$ cat src/rtl/mipi_csi2_des_if.sv
// mipi_csi2_des_if
//   Groups the byte-stream input and the pixel/frame status outputs of the
//   CSI-2 packet deserializer.
//   master : byte source side (drives hs_active/byte_valid/byte_data,
//            observes pixel stream and status)
//   slave  : deserializer side (receives bytes, drives pixels and status)
//   Signals:
//     hs_active  HS burst in progress (falling edge = end of transmission)
//     byte_valid byte_data valid this cycle
//     byte_data  received packet byte
//     pix_data   pixel, RAW8 right-aligned with upper bits zero
//     pix_valid  pix_data valid
//     vsync      frame active
//     href       line payload active
//     frame_num  WC field of the last Frame Start packet
//     line_cnt   long packets received since Frame Start
//     err_trunc  one-cycle pulse, burst ended mid-packet
//     err_size   one-cycle pulse, RAW10 WC not a multiple of 5
interface mipi_csi2_des_if #(
  parameter int DATA_WIDTH = 10
);
  logic                  hs_active;
  logic                  byte_valid;
  logic [7:0]            byte_data;
  logic [DATA_WIDTH-1:0] pix_data;
  logic                  pix_valid;
  logic                  vsync;
  logic                  href;
  logic [15:0]           frame_num;
  logic [15:0]           line_cnt;
  logic                  err_trunc;
  logic                  err_size;

  modport master (
    output hs_active, byte_valid, byte_data,
    input  pix_data, pix_valid, vsync, href, frame_num, line_cnt,
           err_trunc, err_size
  );

  modport slave (
    input  hs_active, byte_valid, byte_data,
    output pix_data, pix_valid, vsync, href, frame_num, line_cnt,
           err_trunc, err_size
  );
endinterface

$ cat src/rtl/mipi_csi2_des.sv
// mipi_csi2_des
//   Parses a CSI-2 byte stream (one lane-merged byte per clk_hs) into
//   packets, tracks Frame Start / Frame End, and unpacks RAW8 / RAW10 long
//   packet payloads into a one-pixel-per-cycle stream.
//   Ports:
//     clk_hs  byte clock, the only clock
//     resetb  synchronous active-low reset
//     enable  block enable; low acts as reset on the next edge
//     bus     mipi_csi2_des_if.slave (byte input, pixel/status outputs)
module mipi_csi2_des #(
  parameter int DATA_WIDTH = 10
) (
  input  logic           clk_hs,
  input  logic           resetb,
  input  logic           enable,
  mipi_csi2_des_if.slave bus
);

  localparam logic [3:0] ST_IDLE     = 4'd0;
  localparam logic [3:0] ST_DI       = 4'd1;
  localparam logic [3:0] ST_WC0      = 4'd2;
  localparam logic [3:0] ST_WC1      = 4'd3;
  localparam logic [3:0] ST_ECC      = 4'd4;
  localparam logic [3:0] ST_PAYLOAD  = 4'd5;
  localparam logic [3:0] ST_CS0      = 4'd6;
  localparam logic [3:0] ST_CS1      = 4'd7;
  localparam logic [3:0] ST_WAIT_EOT = 4'd8;

  localparam logic [7:0] DI_FS    = 8'h00;
  localparam logic [7:0] DI_FE    = 8'h01;
  localparam logic [7:0] DI_RAW8  = 8'h2A;
  localparam logic [7:0] DI_RAW10 = 8'h2B;

  logic [3:0]            state, state_n;
  logic [7:0]            di;
  logic [15:0]           wc;
  logic [15:0]           remaining, rem_n;
  logic [2:0]            grp_idx, grp_next, grp_n;
  logic [7:0]            msb [4];
  logic [DATA_WIDTH-1:0] hold [3];
  logic [1:0]            hold_cnt;

  logic trunc, take, pay, hdr_done, is_raw8, is_raw10;
  logic emit8, load10, drain, emit_n, size_err, more_pix, href_n;

  logic [DATA_WIDTH-1:0] pix_p1;
  logic                  vld_p1;
  logic                  href_p1;
  logic                  vsync_r;
  logic [15:0]           frame_num_r;
  logic [15:0]           line_cnt_r;
  logic                  err_trunc_r;
  logic                  err_size_r;

  function automatic logic [DATA_WIDTH-1:0] raw8_pix(input logic [7:0] b);
    return DATA_WIDTH'(b);
  endfunction

  // Pixel k of a RAW10 group: MSB byte k, LSB pair from bits [2k+1:2k] of byte 4.
  function automatic logic [DATA_WIDTH-1:0] raw10_pix(input logic [7:0] m,
                                                      input logic [7:0] l,
                                                      input logic [1:0] k);
    logic [9:0] p;
    p = {m, l[{k, 1'b0} +: 2]};
    return DATA_WIDTH'(p);
  endfunction

  always_comb begin
    is_raw8  = (di == DI_RAW8);
    is_raw10 = (di == DI_RAW10);
    state_n  = state;
    trunc    = 1'b0;
    take     = 1'b0;
    case (state)
      ST_IDLE:     if (bus.hs_active) state_n = ST_DI;
      ST_WAIT_EOT: if (!bus.hs_active) state_n = ST_IDLE;
      default: begin
        // Losing hs_active inside a packet wins over any byte in that cycle.
        if (!bus.hs_active) begin
          trunc   = 1'b1;
          state_n = ST_IDLE;
        end else if (bus.byte_valid) begin
          take = 1'b1;
          case (state)
            ST_DI:      state_n = ST_WC0;
            ST_WC0:     state_n = ST_WC1;
            ST_WC1:     state_n = ST_ECC;
            ST_ECC: begin
              if (di < 8'h10)       state_n = ST_WAIT_EOT;
              else if (wc == 16'd0) state_n = ST_CS0;
              else                  state_n = ST_PAYLOAD;
            end
            ST_PAYLOAD: if (remaining == 16'd1) state_n = ST_CS0;
            ST_CS0:     state_n = ST_CS1;
            ST_CS1:     state_n = ST_WAIT_EOT;
            default:    state_n = ST_IDLE;
          endcase
        end
      end
    endcase

    hdr_done = take && (state == ST_ECC);
    pay      = take && (state == ST_PAYLOAD);
    grp_next = (grp_idx == 3'd4) ? 3'd0 : grp_idx + 3'd1;
    emit8    = pay && is_raw8;
    load10   = pay && is_raw10 && (grp_idx == 3'd4);
    drain    = !trunc && (hold_cnt != 2'd0) && !load10;
    emit_n   = emit8 || load10 || drain;
    // Partial trailing group: the last payload byte leaves the group index mid-group.
    size_err = pay && is_raw10 && (remaining == 16'd1) && (grp_next != 3'd0);

    rem_n = hdr_done ? wc : (pay ? remaining - 16'd1 : remaining);
    grp_n = hdr_done ? 3'd0 : ((pay && is_raw10) ? grp_next : grp_idx);
    // href bridges byte gaps only while the line can still produce pixels;
    // a RAW10 tail shorter than a full group produces none.
    more_pix = (state_n == ST_PAYLOAD) &&
               (is_raw8 || (is_raw10 && (({1'b0, rem_n} + 17'(grp_n)) >= 17'd5)));
    href_n   = !trunc && (emit_n || (href_p1 && more_pix));
  end

  // Stage p1: control, status and registered pixel output
  always_ff @(posedge clk_hs) begin
    if (!resetb || !enable) begin
      state       <= ST_IDLE;
      hold_cnt    <= 2'd0;
      pix_p1      <= '0;
      vld_p1      <= 1'b0;
      href_p1     <= 1'b0;
      vsync_r     <= 1'b0;
      frame_num_r <= 16'd0;
      line_cnt_r  <= 16'd0;
      err_trunc_r <= 1'b0;
      err_size_r  <= 1'b0;
    end else begin
      state       <= state_n;
      err_trunc_r <= trunc;
      err_size_r  <= size_err;
      vld_p1      <= emit_n;
      href_p1     <= href_n;

      if (trunc)       hold_cnt <= 2'd0;
      else if (load10) hold_cnt <= 2'd3;
      else if (drain)  hold_cnt <= hold_cnt - 2'd1;

      if (emit8)       pix_p1 <= raw8_pix(bus.byte_data);
      else if (load10) pix_p1 <= raw10_pix(msb[0], bus.byte_data, 2'd0);
      else if (drain)  pix_p1 <= hold[0];

      // Every long packet counts as a line, pixel-bearing or not.
      if (hdr_done) begin
        if (di == DI_FS) begin
          vsync_r     <= 1'b1;
          frame_num_r <= wc;
          line_cnt_r  <= 16'd0;
        end else if (di == DI_FE) begin
          vsync_r <= 1'b0;
        end else if (di >= 8'h10) begin
          line_cnt_r <= line_cnt_r + 16'd1;
        end
      end
    end
  end

  // Stage p0: packet header, payload counters and RAW10 staging
  always_ff @(posedge clk_hs) begin
    if (take) begin
      case (state)
        ST_DI:   di        <= bus.byte_data;
        ST_WC0:  wc[7:0]   <= bus.byte_data;
        ST_WC1:  wc[15:8]  <= bus.byte_data;
        default: ;
      endcase
    end
    remaining <= rem_n;
    grp_idx   <= grp_n;
    // MSB bytes go to their own store so the next group can arrive while
    // the holding register is still draining.
    if (pay && is_raw10 && (grp_idx != 3'd4)) msb[grp_idx[1:0]] <= bus.byte_data;
    if (load10) begin
      hold[0] <= raw10_pix(msb[1], bus.byte_data, 2'd1);
      hold[1] <= raw10_pix(msb[2], bus.byte_data, 2'd2);
      hold[2] <= raw10_pix(msb[3], bus.byte_data, 2'd3);
    end else if (drain) begin
      hold[0] <= hold[1];
      hold[1] <= hold[2];
    end
  end

  assign bus.pix_data  = pix_p1;
  assign bus.pix_valid = vld_p1;
  assign bus.href      = href_p1;
  assign bus.vsync     = vsync_r;
  assign bus.frame_num = frame_num_r;
  assign bus.line_cnt  = line_cnt_r;
  assign bus.err_trunc = err_trunc_r;
  assign bus.err_size  = err_size_r;

endmodule

$ cat src/flat_wrapper.sv
// flat-port wrapper written by rule: the top's interface ports become plain ports
module mipi_csi2_des_flat 
#(
  parameter int DATA_WIDTH = 10
)
  (clk_hs, resetb, enable, bus_hs_active, bus_byte_valid, bus_byte_data, bus_pix_data, bus_pix_valid, bus_vsync, bus_href, bus_frame_num, bus_line_cnt, bus_err_trunc, bus_err_size);
  mipi_csi2_des_if #(.DATA_WIDTH(DATA_WIDTH)) bus_i ();
  input  logic clk_hs;
  input  logic resetb;
  input  logic enable;
  input wire logic [$bits(bus_i.hs_active)-1:0] bus_hs_active;
  input wire logic [$bits(bus_i.byte_valid)-1:0] bus_byte_valid;
  input wire logic [$bits(bus_i.byte_data)-1:0] bus_byte_data;
  output wire logic [$bits(bus_i.pix_data)-1:0] bus_pix_data;
  output wire logic [$bits(bus_i.pix_valid)-1:0] bus_pix_valid;
  output wire logic [$bits(bus_i.vsync)-1:0] bus_vsync;
  output wire logic [$bits(bus_i.href)-1:0] bus_href;
  output wire logic [$bits(bus_i.frame_num)-1:0] bus_frame_num;
  output wire logic [$bits(bus_i.line_cnt)-1:0] bus_line_cnt;
  output wire logic [$bits(bus_i.err_trunc)-1:0] bus_err_trunc;
  output wire logic [$bits(bus_i.err_size)-1:0] bus_err_size;
  assign bus_i.hs_active = bus_hs_active;
  assign bus_i.byte_valid = bus_byte_valid;
  assign bus_i.byte_data = bus_byte_data;
  assign bus_pix_data = bus_i.pix_data;
  assign bus_pix_valid = bus_i.pix_valid;
  assign bus_vsync = bus_i.vsync;
  assign bus_href = bus_i.href;
  assign bus_frame_num = bus_i.frame_num;
  assign bus_line_cnt = bus_i.line_cnt;
  assign bus_err_trunc = bus_i.err_trunc;
  assign bus_err_size = bus_i.err_size;
  mipi_csi2_des #(.DATA_WIDTH(DATA_WIDTH)) u_core (.clk_hs(clk_hs), .resetb(resetb), .enable(enable), .bus(bus_i));
endmodule
$ cat config.mk
export PLATFORM = sky130hd
export DESIGN_NAME = mipi_csi2_des_flat
export DESIGN_NICKNAME = d
export VERILOG_FILES = /design/src/rtl/mipi_csi2_des_if.sv /design/src/rtl/mipi_csi2_des.sv /design/src/flat_wrapper.sv
export SDC_FILE = /design/constraint.sdc
export NUM_CORES = 1
export LEC_CHECK = 0
export ABC_AREA = 1
export CAP_MARGIN = 20
export CORE_ASPECT_RATIO = 1.5
export CORE_MARGIN = 2
export CORE_UTILIZATION = 55
export CTS_BUF_LIST = sky130_fd_sc_hd__clkbuf_16
export CTS_CLUSTER_DIAMETER = 120
export DETAILED_ROUTE_END_ITERATION = 7
export HOLD_SLACK_MARGIN = 0.08
export MAX_ROUTING_LAYER = met4
export PLACE_DENSITY = 0.77
export SLEW_MARGIN = 10
export SYNTH_ARGS = -nofsm -noshare
export SYNTH_HDL_FRONTEND = slang
export SYNTH_SLANG_ARGS = --single-unit
$ cat constraint.sdc
create_clock -name clk_hs -period 11.5 [get_ports clk_hs]
set_input_delay 2.3 -clock clk_hs [delete_from_list [all_inputs] [get_ports clk_hs]]
set_output_delay 2.3 -clock clk_hs [all_outputs]
set_load 0.05 [all_outputs]
# --- Word level (Yosys, flattened, before mapping) ---
# Memory sizes are Yosys's and may differ from the RTL's.
# Cells that the tools add are included.
totals:
  regBits: 96
  ram_bits: 62
  wordCells: 123
  memories: 2
  output_inout_bits: 47
mem_list:
  columns: ["memory", "depth", "width", "read_ports", "rd_ports_with_merged_regs", "write_ports", "line", "rtl"]
  rows:
  - ["u_core.msb", 4, 8, 4, 0, 1, "mipi_csi2_des.sv:39", "logic [7:0] msb [4];"]
  - ["u_core.hold", 3, 10, 3, 0, 3, "mipi_csi2_des.sv:40", "logic [DATA_WIDTH-1:0] hold [3];"]
classes:
  bitwise_logic: 2
  reduce_logical: 41
  mux: 38
  eq_ne: 16
  n_addsub: 5
  order_cmp: 3
op_table:
  columns: ["cell", "n"]
  rows:
  - ["$mux 16", 5]
  - ["$mux 10", 4]
  - ["$pmux 4 s7", 1]
  - ["$mux 4", 6]
  - ["$eq 4x3->1 const B", 5]
  - ["$add 16x3->17", 1]
  - ["$ge 17x3->1 const B", 1]
  - ["$add 16x1->16 const B", 1]
  - ["$eq 16x1->1 const B", 1]
  - ["$eq 8x6->1 const B", 2]
  - ["$logic_not 16->1", 1]
  - ["$sub 16x1->16 const B", 1]
  - ["$logic_and 1x1->1", 14]
  - ["$mux 1", 14]
  - ["$reduce_and 2->1", 5]
  - ["$mux 3", 3]
  - ["$eq 4x2->1 const B", 2]
  - ["$eq 8x1->1 const B", 1]
  - ["$ge 8x5->1 const B", 1]
  - ["$logic_not 8->1", 1]
  - ["$lt 8x5->1 const B", 1]
  - ["$mux 8", 1]
  - ["$pmux 4 s2", 1]
  - ["$reduce_bool 2->1", 4]
  - ["other kinds (15)", 28]

# --- Logic depth before layout (Yosys ltp) ---
# Gate-level depths: netlist of the first run.
depth:
  ltp_word: 15
  depth_mapped: 29
  mapped_depth_nobuf: 27

# --- Least setup slack after synthesis of the first run ---
# OpenSTA, ideal clock, no wires.
synth_timing:
  kind: "input port to flip-flop"
  startpoint: "input port bus_byte_valid"
  endpoint: "register u_core.href_p1 (netlist: u_core.bus.href)"
  slack_ps: 6228
  path_stages: 26
  required_time_ps: 11365
  t_arrival_ps: 5137
  cell_sequence: "buf_2 > nand2_1 > nor2_4 > inv_2 > buf_6 > buf_2 > clkbuf_1 > o21ai_0 > a21oi_1 > ha_1 > nand3_1 > and2_0 > inv_1 > nand3_1 > nor2_2 > nand2_1 > nor2_1 > nand3_1 > nor2_1 > nand3_1 > nand2_1 > nand2_1 > o21bai_1 > nand2_1 > nand2_1 > a21oi_1"
synth_via:
  elab_chain_len: 15
  elab_cells_between_ends: 28
  classes_between: "add/sub: 1; order compare: 1; eq/ne: 1; mux: 10; reduce/logical: 15"
synth_rtl:
  columns: ["element", "line", "rtl"]
  rows:
  - ["start: declaration", "flat_wrapper.sv:12", "input wire logic [$bits(bus_i.byte_valid)-1:0] bus_byte_valid;"]
  - ["$mux 1 *", "mipi_csi2_des.sv:82", "end else if (bus.byte_valid) begin"]
  - ["$mux 1 *", "mipi_csi2_des.sv:79", "if (!bus.hs_active) begin"]
  - ["$mux 1 *", "mipi_csi2_des.sv:74", "case (state)"]
  - ["$logic_and 1x1->1", "mipi_csi2_des.sv:103", "pay = take && (state == ST_PAYLOAD);"]
  - ["$logic_and 1x1->1", "mipi_csi2_des.sv:113", "grp_n = hdr_done ? 3'd0 : ((pay && is_raw10) ? grp_next : grp_idx);"]
  - ["$mux 3", "mipi_csi2_des.sv:113", null]
  - ["$mux 3 *", "mipi_csi2_des.sv:113", null]
  - ["via u_core.grp_n[1]", "mipi_csi2_des.sv:38", "logic [2:0] grp_idx, grp_next, grp_n;"]
  - ["$add 16x3->17 *", "mipi_csi2_des.sv:117", "(is_raw8 || (is_raw10 && (({1'b0, rem_n} + 17'(grp_n)) >= 17'd5)));"]
  - ["$ge 17x3->1 *", "mipi_csi2_des.sv:117", null]
  - ["$logic_and 1x1->1 *", "mipi_csi2_des.sv:117", null]
  - ["$logic_or 1x1->1 *", "mipi_csi2_des.sv:117", null]
  - ["$logic_and 1x1->1 *", "mipi_csi2_des.sv:116", "more_pix = (state_n == ST_PAYLOAD) &&"]
  - ["$logic_and 1x1->1 *", "mipi_csi2_des.sv:118", "href_n = !trunc && (emit_n || (href_p1 && more_pix));"]
  - ["$logic_or 1x1->1 *", "mipi_csi2_des.sv:118", null]
  - ["$logic_and 1x1->1 *", "mipi_csi2_des.sv:118", null]
  - ["end signal: assignment", "mipi_csi2_des.sv:139", "href_p1 <= href_n;"]
  - ["end: declaration", "mipi_csi2_des.sv:48", "logic href_p1;"]
# Mark *: on every way through the listed nets, which the timed path passes. The rest lies on a longest branch.
# A chain may end at the register's enable or synchronous reset.

# --- Final worst setup path of the first run ---
# Ends and elaborated chain as after synthesis.

==> results of run 1 <==
==> stage by stage <==
step | power [uW] | setup slack [ps] | area [um^2]
detailed placement | 766.0 | 5158 | 8035
finish | 1323 | 5562 | 8670
global placement | 765.7 | 5228 | 8035
global route | 1371 | 5060 | 8670
CTS | 1326 | 5583 | 8650
floorplan | 728.3 | 6228 | 7300
==> kinds of logic (layout without fill, tap and decap cells) <==
group / count (synthesis) / count (layout)
AOI/OAI and AO/OA: 80 / 80
xor gates and xnor gates: 2 / 2
adders and majority gates: 12 / 12
buffers and inverters: 109 / 186
DFF: 158 / 158
muxes: 2 / 2
and+or+nand+nor: 501 / 501
==> final cells by class <==
type	count	area, um^2
clock buffer	17	425.4
clock inverter	15	188.9
fill	1027	4284
inverter	88	330.3
multi-input combinational	597	2854
sequential	158	4024
tap	159	198.9
timing repair buffer	66	648.1
==> routing by layer <==
| metal | GRT usage [%] | up-vias | part of all wire (%) | wire (um) |
|---|---|---|---|---|
| li1 | - | 2984 | - | - |
| met1 | 26.23 | 2745 | 39 | 6500 |
| met2 | 45.55 | 166 | 54 | 9113 |
| met3 | 4.528 | 33 | 4.6 | 769 |
| met4 | 9.514 | 0 | 2.7 | 451 |
| met5 | - | - | 0 | 0 |
==> flip-flops by register name, indices dropped and copies added (netlist names) <==
register / count
u_core.msb: 32
u_core.hold: 30
u_core.bus.frame_num: 16
u_core.bus.line_cnt: 16
u_core.remaining: 16
u_core.wc: 16
u_core.bus.pix_data: 10
u_core.di: 8
u_core.state: 4
u_core.grp_idx: 3
u_core.hold_cnt: 2
u_core.bus.err_size: 1
u_core.bus.err_trunc: 1
u_core.bus.href: 1
u_core.bus.pix_valid: 1
u_core.bus.vsync: 1
==> worst paths after layout <==
kind,cells past startpoint,to,start,slack (ps)
hold reg to reg,0,u_core.hold[1][3]$_DFFE_PP_,u_core.msb[3][1]$_DFFE_PP_,420
setup / recovery,25,u_core.bus.href$_SDFF_PP0_,bus_byte_valid,5560
setup reg to reg,24,u_core.bus.href$_SDFF_PP0_,u_core.state[0]$_SDFF_PP0_,7570
hold / removal,0,u_core.hold[1][3]$_DFFE_PP_,u_core.msb[3][1]$_DFFE_PP_,420
==> worst max-delay path, cell delays in order <==
cell                              delay (ps)
sky130_fd_sc_hd__clkdlybuf4s50_1         610
sky130_fd_sc_hd__nand2_1                 190
sky130_fd_sc_hd__inv_2                    90
sky130_fd_sc_hd__nand4_2                 440
sky130_fd_sc_hd__nor2_1                  360
sky130_fd_sc_hd__inv_2                   110
sky130_fd_sc_hd__o21ai_0                 160
sky130_fd_sc_hd__a21oi_1                 110
sky130_fd_sc_hd__ha_1                    310
sky130_fd_sc_hd__nand3_1                  60
sky130_fd_sc_hd__and2_0                  170
sky130_fd_sc_hd__inv_1                    50
sky130_fd_sc_hd__nand3_1                 100
sky130_fd_sc_hd__nor2_2                  160
sky130_fd_sc_hd__nand2_1                  90
sky130_fd_sc_hd__nor2_1                  190
sky130_fd_sc_hd__nand3_1                 140
sky130_fd_sc_hd__nor2_1                  100
sky130_fd_sc_hd__nand3_1                  70
sky130_fd_sc_hd__nand2_1                  60
sky130_fd_sc_hd__nand2_1                  40
sky130_fd_sc_hd__o21bai_1                130
sky130_fd_sc_hd__nand2_1                  60
sky130_fd_sc_hd__nand2_1                  50
sky130_fd_sc_hd__a21oi_1                  60
==> cells in the mapped netlist (all sizes together) (3+ instances only) <==
| cell | n | area [um^2] |
|---|---|---|
| o211ai | 3 | 22.52 |
| inv | 88 | 330.3 |
| o31ai | 5 | 37.54 |
| o21ai | 33 | 165.2 |
| nand3b | 4 | 30.03 |
| or2 | 3 | 18.77 |
| nor3 | 15 | 85.08 |
| dfxtp | 72 | 1441 |
| nand4 | 6 | 43.79 |
| buf | 6 | 35.03 |
| a21oi | 28 | 158.9 |
| nand2 | 282 | 1069 |
| nor4 | 7 | 58.81 |
| nand3 | 76 | 395.4 |
| nor3b | 9 | 82.58 |
| ha | 11 | 137.6 |
| edfxtp | 86 | 2582 |
| clkbuf | 15 | 56.30 |
| nor2 | 95 | 381.6 |
==> where the power goes <==
group | internal (uW) | leakage [uW] | switching (uW)
clock | 296 | 0.000298 | 270
combinational | 45.0 | 0.00184 | 91.0
sequential | 606 | 0.00136 | 15.2
total | 947 | 0.00350 | 376
==> placed cells by master (no fill, tap or decap), drive strengths merged, types with 3 or more instances in the layout <==
master,n
nand2,282
nor2,95
inv,95
edfxtp,86
nand3,76
dfxtp,72
clkdlybuf4s50,59
o21ai,33
a21oi,28
clkbuf,17
nor3,15
ha,11
nor3b,9
clkinv,8
nor4,7
buf,7
nand4,6
o31ai,5
nand3b,4
o211ai,3
or2,3
==> summary.md, run 1 <==
The clock passes through at most 2 buffers. Multiplexer cells account for 0.2743% of the synthesized area. Cells with a size suffix above 1 make up 7.439% of the layout. After detailed routing, the number of remaining DRC violations is 0.

The flip-flop cell with the highest count after synthesis is sky130_fd_sc_hd__edfxtp_1. After detailed routing, the number of vias per cell comes to 5.389. The synthesized netlist contains 48 unique library cells. The number of max-slew violations in the final report came out at 0. The share of async-settable or async-resettable flops after synthesis was 0%; the worst hold margin was 420.5 ps.

The count of vias placed by the detailed router is 5928, and the clock-pin slew reported for the worst setup and hold paths after clock tree synthesis is 70 ps. In the global route stage, overall resource usage came out at 24.90%. For the clock sink total, the log shows 158.

For this design the static power due to leakage is 0.003500 uW. The final cell count without fillers was 1100. The peak ir drop on the vdd network is 149.1 uV, and the synthesized-area fraction occupied by and/or/nand/nor cells is 30.03%. The detailed router finished its first iteration with 307 violations. The type of the tightest min-delay check is reg2reg. Clock latency on the worst-skew pair, taken at its later pin, is 430 ps.

After technology mapping, the gate count stands at 864. The post-synthesis area per instance is 8.448 um^2. The final cycle utilization of the critical path came out at 51.64%. The run gives 60 as the number of top-level pins.

The starting density of the core is 56.35%. The final core utilization was 66.93%; the clock period minus final worst setup slack was 5938 ps. The highest achievable clock rate was 168.4 MHz. The post-placement cell count was 1066.

The vertical extent of the die came out at 145.1 um. The tools report the netlist area before placement as 7300 um^2. The overflow left after global routing is 0. The synthesized design contains 86 enable-type register cells. Summing the areas of all compound-gate instances in the mapped netlist gives 6.394% of the synthesized area.

Measured along the x axis, the die boundary spans 98.07 um. The number of clock buffers added by TritonCTS is 17. The post-synthesis register bit count works out to 158.

The tools report the sequential cell area fraction in the yosys report as 55.13%. Max-cap violations in this run came to 0. The run gives 12.18 mm as the sum of net half-perimeters after detailed placement.

In this run the core area contains 51 standard-cell rows. The number of setup buffers added after CTS is 0. Largest fanout of any net on the critical path: 18.

On the final layout, the worst clock skew is 10.64 ps. Once detail routing completed, the nets flagged for antenna violations numbered 0. The area growth from synthesis to layout is 18.77%. The number of buffers inserted by hold repair at cts is 0. 0 antenna diodes ended up in the layout. The power density normalized to cell area was 152.6 nW/um^2. Port buffering added 59 buffers. Setup repair after global routing left no endpoint under its margin. TritonCTS built the clock tree. At the worst endpoint, the required time is 11790 ps. The total negative setup slack was 0 ps; the number of antenna violations at the first check in global routing was 0. The run finished with clean final reports. The final layout contains 953 nets. The total detailed-routing wirelength is 16.83 mm, and the placer's final routability congestion estimate is 0.9408. During synthesis, Yosys emitted a total of 0 warnings. The transition at the pin with the smallest max-transition slack was 941.2 ps.

The number of levels the H-tree was split into was 4. The number of nets handed over by synthesis was 889. The first-pass iteration count of the detailed router came out at 5. The tools report the critical path startpoint category as an input pin. In the final routed layout, each cell accounts on average for 15.30 um. For the relative slew slack, the log shows 37.10%. Class of the most critical setup path: in2reg.

After synthesis, the largest family of logic cells by area is simple AND/OR/NAND/NOR gates. The fraction of synthesized cell area in xor and xnor cells works out to 0.2400%. The via count of the first global-routing pass is 5690. The data arrival time of the worst path is 6230 ps. Setup violations remaining at the end of the flow were counted as 0. The region available for standard cell placement spans 12950 um^2.

The number of gates resized after CTS was 0. The tools report the clock root buffer as sky130_fd_sc_hd__clkbuf_16. The logs give 39 for the pin count of the biggest net entering global routing and 0 for the final-report hold violation count. First-pass GRT wire length: 27.24 mm.

The die footprint was 14230 um^2; the adder and majority gate portion of the synthesized area was 2.160%. The worst setup path is captured at a flip-flop.
Note: power is estimated with default switching activity, not from simulation.
==> inputs of run 2 (changes only) <==
--- a/config.mk
+++ b/config.mk
@@ -9,13 +9,13 @@
 export CAP_MARGIN = 20
 export CORE_ASPECT_RATIO = 1.5
 export CORE_MARGIN = 2
-export CORE_UTILIZATION = 55
+export CORE_UTILIZATION = 52
 export CTS_BUF_LIST = sky130_fd_sc_hd__clkbuf_16
 export CTS_CLUSTER_DIAMETER = 120
 export DETAILED_ROUTE_END_ITERATION = 7
 export HOLD_SLACK_MARGIN = 0.08
 export MAX_ROUTING_LAYER = met4
-export PLACE_DENSITY = 0.77
+export PLACE_DENSITY = 0.76
 export SLEW_MARGIN = 10
 export SYNTH_ARGS = -nofsm -noshare
 export SYNTH_HDL_FRONTEND = slang
==> constraint.sdc (replaced) <==
create_clock -name clk_hs -period 5.2 [get_ports clk_hs]
set_input_delay 1.04 -clock clk_hs [delete_from_list [all_inputs] [get_ports clk_hs]]
set_output_delay 1.04 -clock clk_hs [all_outputs]
set_load 0.05 [all_outputs]
==> run 2 against run 1 <==
Net effect:
- combinational power grew 120%
- highest routed layer unchanged
- sequential share of layout area shrank 0.12 points
- first-iteration DRC count shrank 16%
- largest cell class unchanged
- non-clock buffer count grew 3
- via count shrank 0.30%
- hold slack gained 3.4 ps
- total power grew 120%
==> summary.md, run 2 (synthesis gave the netlist of run 1 again) <==
The run finished with clean final reports. TritonCTS created 17 clock buffers. From synthesis to final layout, the design area changed by 19.08%.

The highest achievable clock rate was 235.8 MHz; the starting density of the core was 52.67%. IR analysis of the VDD net gives a maximum drop of 391.1 uV. In this run the clock root is driven by a sky130_fd_sc_hd__clkbuf_16. The capturing instance or port of the critical path was u_core.bus.href$_SDFF_PP0_. In this run the critical register-to-register path is launched from u_core.di[6]$_DFFE_PP_. Wires add up to 16.79 mm.

The sort of element at the end of the critical path is a flip-flop. In this run the most critical hold path is launched from u_core.msb[3][3]$_DFFE_PP_. The number of filler instances in the final layout was 1160. The routed layout has 5910 vias. In the final layout, the share of cells above drive strength 1 is 7.733%.

Setup repair after global routing left no endpoint under its margin. The number of violations reported at the end of detailed-routing iteration 0 is 258, and the data arrival time of the worst path is 4530 ps. The first global-routing pass estimated 27.08 mm of wire. The chip width is 100.7 um. For the pin count of the biggest net entering global routing, the log shows 32. The floorplan step defined a core boundary enclosing 13860 um^2. The average wire per cell in the routed design came out at 15.14 um. In this run the worst setup path begins at bus_byte_valid.

The number of levels the H-tree was split into was 4; the largest clock skew in the final design was 14.63 ps. TritonCTS built the clock tree. The worst setup path is launched from an input pin. The number of cell instances on the worst register-to-register path is 26. Largest fanout of any net on the critical path: 8. The path class of the tightest hold or removal check is reg2reg. The number of vias per cell after detailed routing was 5.329; the clock period minus final worst setup slack was 4240 ps.

For the placer's final routability congestion estimate, the log shows 0.9341. For this run, design rule violations remaining after detail routing come to 0. The flip-flop count of the largest register after layout is 32. 60 I/O pins were placed.

The endpoint identified for the worst register-to-register timing path is u_core.bus.href$_SDFF_PP0_. The run gives 0 as the number of antenna violations at the first check in global routing. Class of the most critical setup path: in2reg.

The clock-pin slew reported for the worst setup and hold paths after clock tree synthesis works out to 70 ps. The tree built by TritonCTS fans out to 158 sinks. The final critical path takes up 81.54% of the cycle. In this run the static leakage power is 0.003510 uW.

The tools report the post-CTS resize count as 0. The number of max-slew violations in the final report is 0, and the first-pass iteration count of the detailed router is 5. The final-report hold violation count is 0.

Power spread over the standard cell area amounts to 335.4 nW/um^2. The number of antenna diodes came out at 0. For the pin with the worst max-slew slack, the measured transition is 975.6 ps.

The final core utilization was 62.72%; the total negative setup slack was 0 ps. The number of setup buffers added after CTS is 0, and the final net count is 956. The count of maximum capacitance violations is 0, and the required time reported for the critical path endpoint is 5490 ps.

After floorplanning, the core was divided into 53 placement rows. Counting along the longest clock path gives a buffer depth of 2. Most common library cell in the layout ignoring fill and taps: sky130_fd_sc_hd__nand2_1. For the worst-skew pair, the clock arrives at the later sink with an insertion delay of 440 ps. The port buffer count works out to 59. The number of buffers inserted by hold repair at cts is 0. For the global-route total usage across every layer, the log shows 24.27%.

The post-route antenna net violation count came out at 0. In the layout the commonest cells are 280 x sky130_fd_sc_hd__nand2_1, 87 x sky130_fd_sc_hd__nor2_1, 86 x sky130_fd_sc_hd__edfxtp_1. For the via count of the first global-routing pass, the log shows 5778.

The logs give 34.46% for the relative slew slack and 12.35 mm for the sum of net half-perimeters after detailed placement. For this run the aggregate overflow at the end of global routing stands at 0. The vertical extent of the die was 149.1 um; the register-to-register setup slack was 1620 ps. The die covers 15020 um^2. The tools report the final count of negative-setup-slack endpoints as 0.
-- run 2: per-layer routing --
layer / up-vias / routed length [um] / GRT usage [%]
met5: - / 0 / -
met4: 0 / 768 / 13.63
met3: 54 / 662 / 4.405
met2: 154 / 9100 / 43.33
met1: 2714 / 6254 / 24.49
li1: 2988 / - / -
-- run 2: worst min-delay path by stage --
stage,cells past startpoint,slack (ps),to
3_5_place_dp,0,410,u_core.hold[1][5]$_DFFE_PP_
6_report,0,420,u_core.hold[1][5]$_DFFE_PP_
2_1_floorplan,0,400,u_core.hold[1][2]$_DFFE_PP_
3_3_place_gp,0,410,u_core.hold[1][9]$_DFFE_PP_
4_1_cts,0,430,u_core.hold[1][5]$_DFFE_PP_
5_1_grt,0,430,u_core.hold[1][6]$_DFFE_PP_
-- run 2: where the power goes --
part           switching (uW)  total [uW]  internal (uW)  leakage, uW
Combinational             201         299           98.9      0.00185
Sequential               33.2        1370           1340      0.00136
Clock                     590        1240            653     0.000297
Total                     824        2920           2090      0.00351
-- run 2: layout make-up --
| cell class | instances | area [um^2] | area share (%) |
|---|---|---|---|
| inverter | 88 | 330.3 | 3.800 |
| timing repair buffer | 69 | 665.6 | 7.658 |
| multi-input combinational | 597 | 2854 | 32.83 |
| tap | 165 | 206.4 | 2.375 |
| clock buffer | 17 | 425.4 | 4.894 |
| sequential | 158 | 4024 | 46.29 |
| clock inverter | 15 | 186.4 | 2.145 |
-- run 2: metrics by stage --
step / total power (uW) / cells / hold slack (ps) / setup slack [ps] / cell area, um^2
6_report: 2915 / 1109 / 423.8 / 959.9 / 8692
3_3_place_gp: 1692 / 1077 / 405.4 / 632.6 / 8080
5_1_grt: 3024 / 1109 / 426.7 / 498.1 / 8692
2_1_floorplan: 1611 / 864 / 400.3 / 1188 / 7300
3_5_place_dp: 1696 / 1077 / 411.9 / 514.7 / 8080
4_1_cts: 2931 / 1109 / 427.5 / 966.5 / 8692
-- run 2: critical path, cell delays in order --
cell and delay (ps):
sky130_fd_sc_hd__clkdlybuf4s50_1 620, sky130_fd_sc_hd__nand2_1 190, sky130_fd_sc_hd__inv_2 100, sky130_fd_sc_hd__nand4_2 140, sky130_fd_sc_hd__nor2_1 250, sky130_fd_sc_hd__inv_2 100
sky130_fd_sc_hd__o21ai_0 150, sky130_fd_sc_hd__a21oi_1 120, sky130_fd_sc_hd__ha_1 310, sky130_fd_sc_hd__nand3_1 60, sky130_fd_sc_hd__and2_0 170, sky130_fd_sc_hd__inv_1 50
sky130_fd_sc_hd__nand3_1 100, sky130_fd_sc_hd__nor2_2 150, sky130_fd_sc_hd__nand2_1 80, sky130_fd_sc_hd__nor2_1 190, sky130_fd_sc_hd__nand3_1 130, sky130_fd_sc_hd__nor2_1 100
sky130_fd_sc_hd__nand3_1 70, sky130_fd_sc_hd__nand2_1 60, sky130_fd_sc_hd__nand2_1 40, sky130_fd_sc_hd__o21bai_1 120, sky130_fd_sc_hd__nand2_1 60, sky130_fd_sc_hd__nand2_1 50
sky130_fd_sc_hd__a21oi_1 50
==> inputs of run 3 (changes only) <==
==> constraint.sdc (replaced) <==
create_clock -name clk_hs -period 3.6 [get_ports clk_hs]
set_input_delay 0.72 -clock clk_hs [delete_from_list [all_inputs] [get_ports clk_hs]]
set_output_delay 0.72 -clock clk_hs [all_outputs]
set_load 0.05 [all_outputs]
==> run 3 against run 2 <==
Net effect:
- clock power is 43% higher
- flip-flop and latch count stayed put
- sequential power is 45% higher
- cell area grew 4.1%
- final cell count is 2.9% higher
- first-iteration DRC count is 15% higher
- clock skew down 1.6 ps
- sequential share of layout area is 1.8 points lower
- non-clock buffer count increased by 32
- critical endpoint unchanged
- largest cell class unchanged
- highest routed layer unchanged
==> summary.md, run 3 (synthesis gave the netlist of run 1 again) <==
The run finished with clean final reports. Timing would allow up to 302.2 MHz. For the total negative setup slack, the log shows 0 ps. The tools report the peak ir drop on the vdd network as 429.4 uV. The via count of the first global-routing pass is 5612, and the number of levels the H-tree was split into is 4. Register-to-register setup slack: 290 ps. The routed length on met3 is 607 um, and the required time reported for the critical path endpoint is 3890 ps.

For the count of vias placed by the detailed router, the log shows 6081. TritonCTS built the clock tree. In the detailed route, the total length drawn on met2 is 9.341 mm. In this run the core area contains 53 standard-cell rows. The placeable core area came out at 13860 um^2. The repair_antennas step left the layout with diodes totalling 0. Critical path startpoint category: a flip-flop. The growth of design area from synthesis to finish was 23.96%; the leakage component of the power was 0.003702 uW.

Class of the most critical setup path: reg2reg. Number of antenna violations at the first check in global routing: 0. The clock-pin slew reported for the worst setup and hold paths after clock tree synthesis was 70 ps. Subtracting the final worst setup slack from the clock period gives 3309 ps.

The ratio of cells with drive above 1 in the final layout works out to 12.60%. After global routing the overflow that remains totals 0. Before antenna repair, the detailed router went through 5 iterations.

The transition at the pin with the smallest max-transition slack was 732.8 ps. At the end of routability-driven placement, the weighted congestion stood at 0.8948. In this run the critical register-to-register path is launched from u_core.di[7]$_DFFE_PP_.

The average wire per cell in the routed design was 14.96 um. The register with the most flip-flops in the layout has 32 of them. The clock passes through at most 2 buffers. Summed over all layers, the routed wires come to 17.07 mm. During placement, the flow inserted port buffers numbering 59.

The tools report the relative slew slack as 51.10%. After layout, the worst path uses 91.91% of the clock period. The tools report the number of buffers inserted by hold repair at cts as 0. The startpoint identified for the worst hold timing path is u_core.msb[3][1]$_DFFE_PP_.

In the routed design, unresolved DRC markers number 0. The number of max-slew violations in the final report is 0. Across every metal layer, demand over resource in global routing totals 24.23%.

The design draws 4224 uW. The number of top-level pins was 60; the later-pin clock latency in the skew report was 430 ps. The largest clock skew in the final design was 13.05 ps. Routed signal wires occupy layers up through met4. The final layout contains 988 nets. Hold timing on the final database bottoms out at a slack of 422.0 ps. Across the run, the number of max-cap violations was 0.

The top cell types in the final layout, fill and taps aside, are 277 x sky130_fd_sc_hd__nand2_1, 86 x sky130_fd_sc_hd__edfxtp_1, 83 x sky130_fd_sc_hd__nor2_1. In the routed layout, each cell is associated on average with a via count of 5.330. Die footprint: 15020 um^2. Vertical extent of the die: 149.1 um. For the number of violations reported at the end of detailed-routing iteration 0, the log shows 297.

The library cell used most frequently in the layout, excluding fill and tap cells, is sky130_fd_sc_hd__nand2_1. Of all nets on the critical path, the largest fanout is 6. The tools report the clock root buffer as sky130_fd_sc_hd__clkbuf_16.

The power density normalized to cell area came out at 466.8 nW/um^2. The first global-routing pass estimated 27.02 mm of wire. The run gives 6.437 mm as the routed length on met1.

STA classifies the critical path endpoint as a flip-flop. Entering global routing, the biggest net connects 38 pins. The final count of negative-setup-slack endpoints was 0. The count of nets left with antenna violations once routing finished came out at 0. The path class of the tightest hold or removal check is reg2reg. Tracing the worst setup path back leads to its startpoint at u_core.di[7]$_DFFE_PP_. Clock tree synthesis inserted a total of 17 buffers. After legalization and detailed placement, the total HPWL measured 12.59 mm. The final-report hold violation count is 0, and the chip width is 100.7 um. The clock net in this run drives a total of 158 sinks. Data on the critical path arrives at its endpoint at 3590 ps.

Setup repair after global routing could not meet its margin everywhere. The starting density of the core is 52.67%.
==> run 3: what timing repair did <==
item / 4_1_cts / 5_1_grt
endpoints found under the setup margin: 1 / 1
setup buffers: 0 / 1
gates resized for setup: 1 / 31
pin swaps: 0 / 8
hold endpoints to repair: 0 / 0
gates cloned: 0 / 0
==> run 3: area by class of cell <==
type                    instances  area (um^2)
fillers                      1098         4811
flip-flops and latches        158         4026
multi-input cells             597         2934
repair buffers                101        939.7
clock buffers                  17        425.4
inverters                      88        330.3
well taps                     165        206.4
clock inverters                15        186.4
==> run 3: routing by layer <==
metal	vias up	track usage (%)
li1	3053	-
met1	2838	25.63
met2	147	43.43
met3	43	3.608
met4	0	11.78
met5	-	-
==> run 3: metrics by stage <==
step           setup WS [ps]  instance area (um^2)  std cells  util [%]
2_1_floorplan         0.9082                  7301        864         -
3_5_place_dp          -396.9                  8338       1108     60.16
6_report               291.2                  9049       1141     65.29
3_3_place_gp          -328.2                  8338       1108     60.16
5_1_grt               -36.72                  9049       1141     65.29
4_1_cts                10.40                  8952       1140     64.59
==> run 3: worst paths after layout <==
kind / end / depth (start not counted)
setup / recovery: u_core.bus.href$_SDFF_PP0_ / 26
hold / removal: u_core.hold[1][3]$_DFFE_PP_ / 0
setup reg to reg: u_core.bus.href$_SDFF_PP0_ / 26
hold reg to reg: u_core.hold[1][3]$_DFFE_PP_ / 0
==> run 3: power breakdown <==
group / internal, uW / switching [uW]
registers: 1940 / 44.4
clock network: 943 / 830
logic: 163 / 308
==> run 3: critical path, stage by stage, from the launching register on <==
cell and delay (ps):
sky130_fd_sc_hd__edfxtp_1 370, sky130_fd_sc_hd__or2_1 250, sky130_fd_sc_hd__nor3b_2 150, sky130_fd_sc_hd__inv_1 80, sky130_fd_sc_hd__nor2_2 110, sky130_fd_sc_hd__inv_2 60, sky130_fd_sc_hd__nor2_4 90, sky130_fd_sc_hd__inv_2 70
sky130_fd_sc_hd__nor2_1 80, sky130_fd_sc_hd__nor2_1 70, sky130_fd_sc_hd__ha_1 350, sky130_fd_sc_hd__nand3_1 80, sky130_fd_sc_hd__and2_1 170, sky130_fd_sc_hd__inv_1 60, sky130_fd_sc_hd__nand3_2 100, sky130_fd_sc_hd__nor2_4 160
sky130_fd_sc_hd__nand2_2 90, sky130_fd_sc_hd__nor2_4 150, sky130_fd_sc_hd__nand3_1 90, sky130_fd_sc_hd__nand2_1 70, sky130_fd_sc_hd__nand2_1 40, sky130_fd_sc_hd__nor2_1 90, sky130_fd_sc_hd__nand2_1 70, sky130_fd_sc_hd__o21bai_1 130
sky130_fd_sc_hd__nand2_1 70, sky130_fd_sc_hd__nand2_1 60, sky130_fd_sc_hd__a21oi_1 60
==> variant, RTL diff (config.mk and constraints of run 3) <==
`DATA_WIDTH` is set to 10 in 3 places; all go to 9.
--- a/src/rtl/mipi_csi2_des_if.sv
+++ b/src/rtl/mipi_csi2_des_if.sv
@@ -17,7 +17,7 @@
 //     err_trunc  one-cycle pulse, burst ended mid-packet
 //     err_size   one-cycle pulse, RAW10 WC not a multiple of 5
 interface mipi_csi2_des_if #(
-  parameter int DATA_WIDTH = 10
+  parameter int DATA_WIDTH = 9
 );
   logic                  hs_active;
   logic                  byte_valid;
--- a/src/rtl/mipi_csi2_des.sv
+++ b/src/rtl/mipi_csi2_des.sv
@@ -8,7 +8,7 @@
 //     enable  block enable; low acts as reset on the next edge
 //     bus     mipi_csi2_des_if.slave (byte input, pixel/status outputs)
 module mipi_csi2_des #(
-  parameter int DATA_WIDTH = 10
+  parameter int DATA_WIDTH = 9
 ) (
   input  logic           clk_hs,
   input  logic           resetb,
--- a/src/flat_wrapper.sv
+++ b/src/flat_wrapper.sv
@@ -1,7 +1,7 @@
 // flat-port wrapper written by rule: the top's interface ports become plain ports
 module mipi_csi2_des_flat 
 #(
-  parameter int DATA_WIDTH = 10
+  parameter int DATA_WIDTH = 9
 )
   (clk_hs, resetb, enable, bus_hs_active, bus_byte_valid, bus_byte_data, bus_pix_data, bus_pix_valid, bus_vsync, bus_href, bus_frame_num, bus_line_cnt, bus_err_trunc, bus_err_size);
   mipi_csi2_des_if #(.DATA_WIDTH(DATA_WIDTH)) bus_i ();
Ports: changed (resized bus_pix_data); port bits go from 60 to 59. The function was not compared with the original's and may differ.
==> variant against run 3 <==
Synthesized area shrank 3.7%; register-to-register slack gained 0.09 ns; clock power grew 4%; routed wire length grew 1.8%; cell area shrank 4.4%; die area shrank 3.6%; clock skew shrank 0.0057 ns; total power grew 0.10%; worst setup slack lost 0.043 ns; sequential power shrank 5%; core utilization shrank 0.44 points; sequential cell count shrank 8; critical path type is now input port to register; largest cell class unchanged.
==> variant: results (changes against run 3) <==
layout cells sized above 1=13.8% (was 12.6%); met1 WL=6310 um (was 6440 um); Iteration-0 DRC Markers=310 (was 297); Synth area leaders=edfxtp_1, dfxtp_1, nand2_1 (unchanged); PnR Total Power=0.00423 W (was 0.00422 W); Slew HR=38.7% (was 51.1%); clock group total power=0.00184 W (was 0.00177 W); vias in the first global route=5756 (was 5612); Critical Path Source=bus_byte_valid (was u_core.di[7]$_DFFE_PP_); most common library cells after synthesis=nand2_1, inv_1, nor2_1 (was nand2_1, nor2_1, edfxtp_1); Seq/Total Area, Yosys=54.0% (was 55.1%); post-place setup slack=-0.203 ns (was -0.397 ns); VDD IR-drop max=443 uV (was 429 uV); Worst Skew=0.00734 ns (was 0.0130 ns); met3 wire length=622 um (was 607 um); dpl cell area=7990 sq um (was 8340 sq um); post-synthesis cell count=808 (was 864); Critical Path Slowest Stage Cell=clkdlybuf4s50_1 (was edfxtp_1); Syn Nets=833 (was 889); drt total wl=17400 um (was 17100 um); share of synthesized cell area in full adder, half adder and majority cells=2.24% (was 2.16%); largest net degree at the start of global routing=23 (was 38); nets@finish=931 (was 988); met3 GRT Util=4.88% (was 3.61%); multiplexer area fraction after synthesis=0.285% (was 0.274%); RePlAce Congestion=0.987 (was 0.895); LEAKAGE=3.54 nW (was 3.70 nW); GRT Overall Usage=25.8% (was 24.2%); M2 GR Usage=46.6% (was 43.4%); Routed met2 length=9430 um (was 9340 um); Switching Fraction=27.4% (was 28.0%); Post-synth EDFFs=79 (was 86); IO buf count=58 (was 59); Compound-Gate Fraction of Synth Area=7.39% (was 6.39%); placed cell count=1047 (was 1108); max reg flops=28 (was 32); tightest hold margin=0.421 ns (was 0.422 ns); outcome=finished clean (unchanged); met1 usage=25.1% (was 25.6%); flop-to-flop setup slack=0.38 ns (was 0.29 ns); XOR/XNOR Fraction of Synth Area=0.498% (was 0.240%); via count=5803 (was 6081); wire length of the first global-routing pass=28100 um (was 27000 um); min Tclk post-route=3.35 ns (was 3.31 ns); post-CTS resize count=0 (was 1); Filler cells=1076 (was 1098)
variant: how the worst min path moves through the flow:
stage	end	cells past startpoint	startpoint
final	u_core.hold[1][4]$_DFFE_PP_	0	u_core.msb[3][2]$_DFFE_PP_
after global routing	u_core.hold[1][4]$_DFFE_PP_	0	u_core.msb[3][2]$_DFFE_PP_
after CTS	u_core.hold[1][4]$_DFFE_PP_	0	u_core.msb[3][2]$_DFFE_PP_
after detailed placement	u_core.hold[1][7]$_DFFE_PP_	0	u_core.msb[3][5]$_DFFE_PP_
after global placement	u_core.hold[1][7]$_DFFE_PP_	0	u_core.msb[3][5]$_DFFE_PP_
after floorplan	u_core.hold[1][2]$_DFFE_PP_	0	u_core.msb[3][0]$_DFFE_PP_
variant: final cells by class:
type	count	area [sq um]	area share, %
Clock buffer	17	425	4.92
Multi-Input combinational cell	548	2820	32.6
Sequential cell	150	3790	43.9
Tap cell	162	203	2.34
Inverter	95	362	4.18
Clock inverter	15	189	2.18
Timing Repair Buffer	94	853	9.87
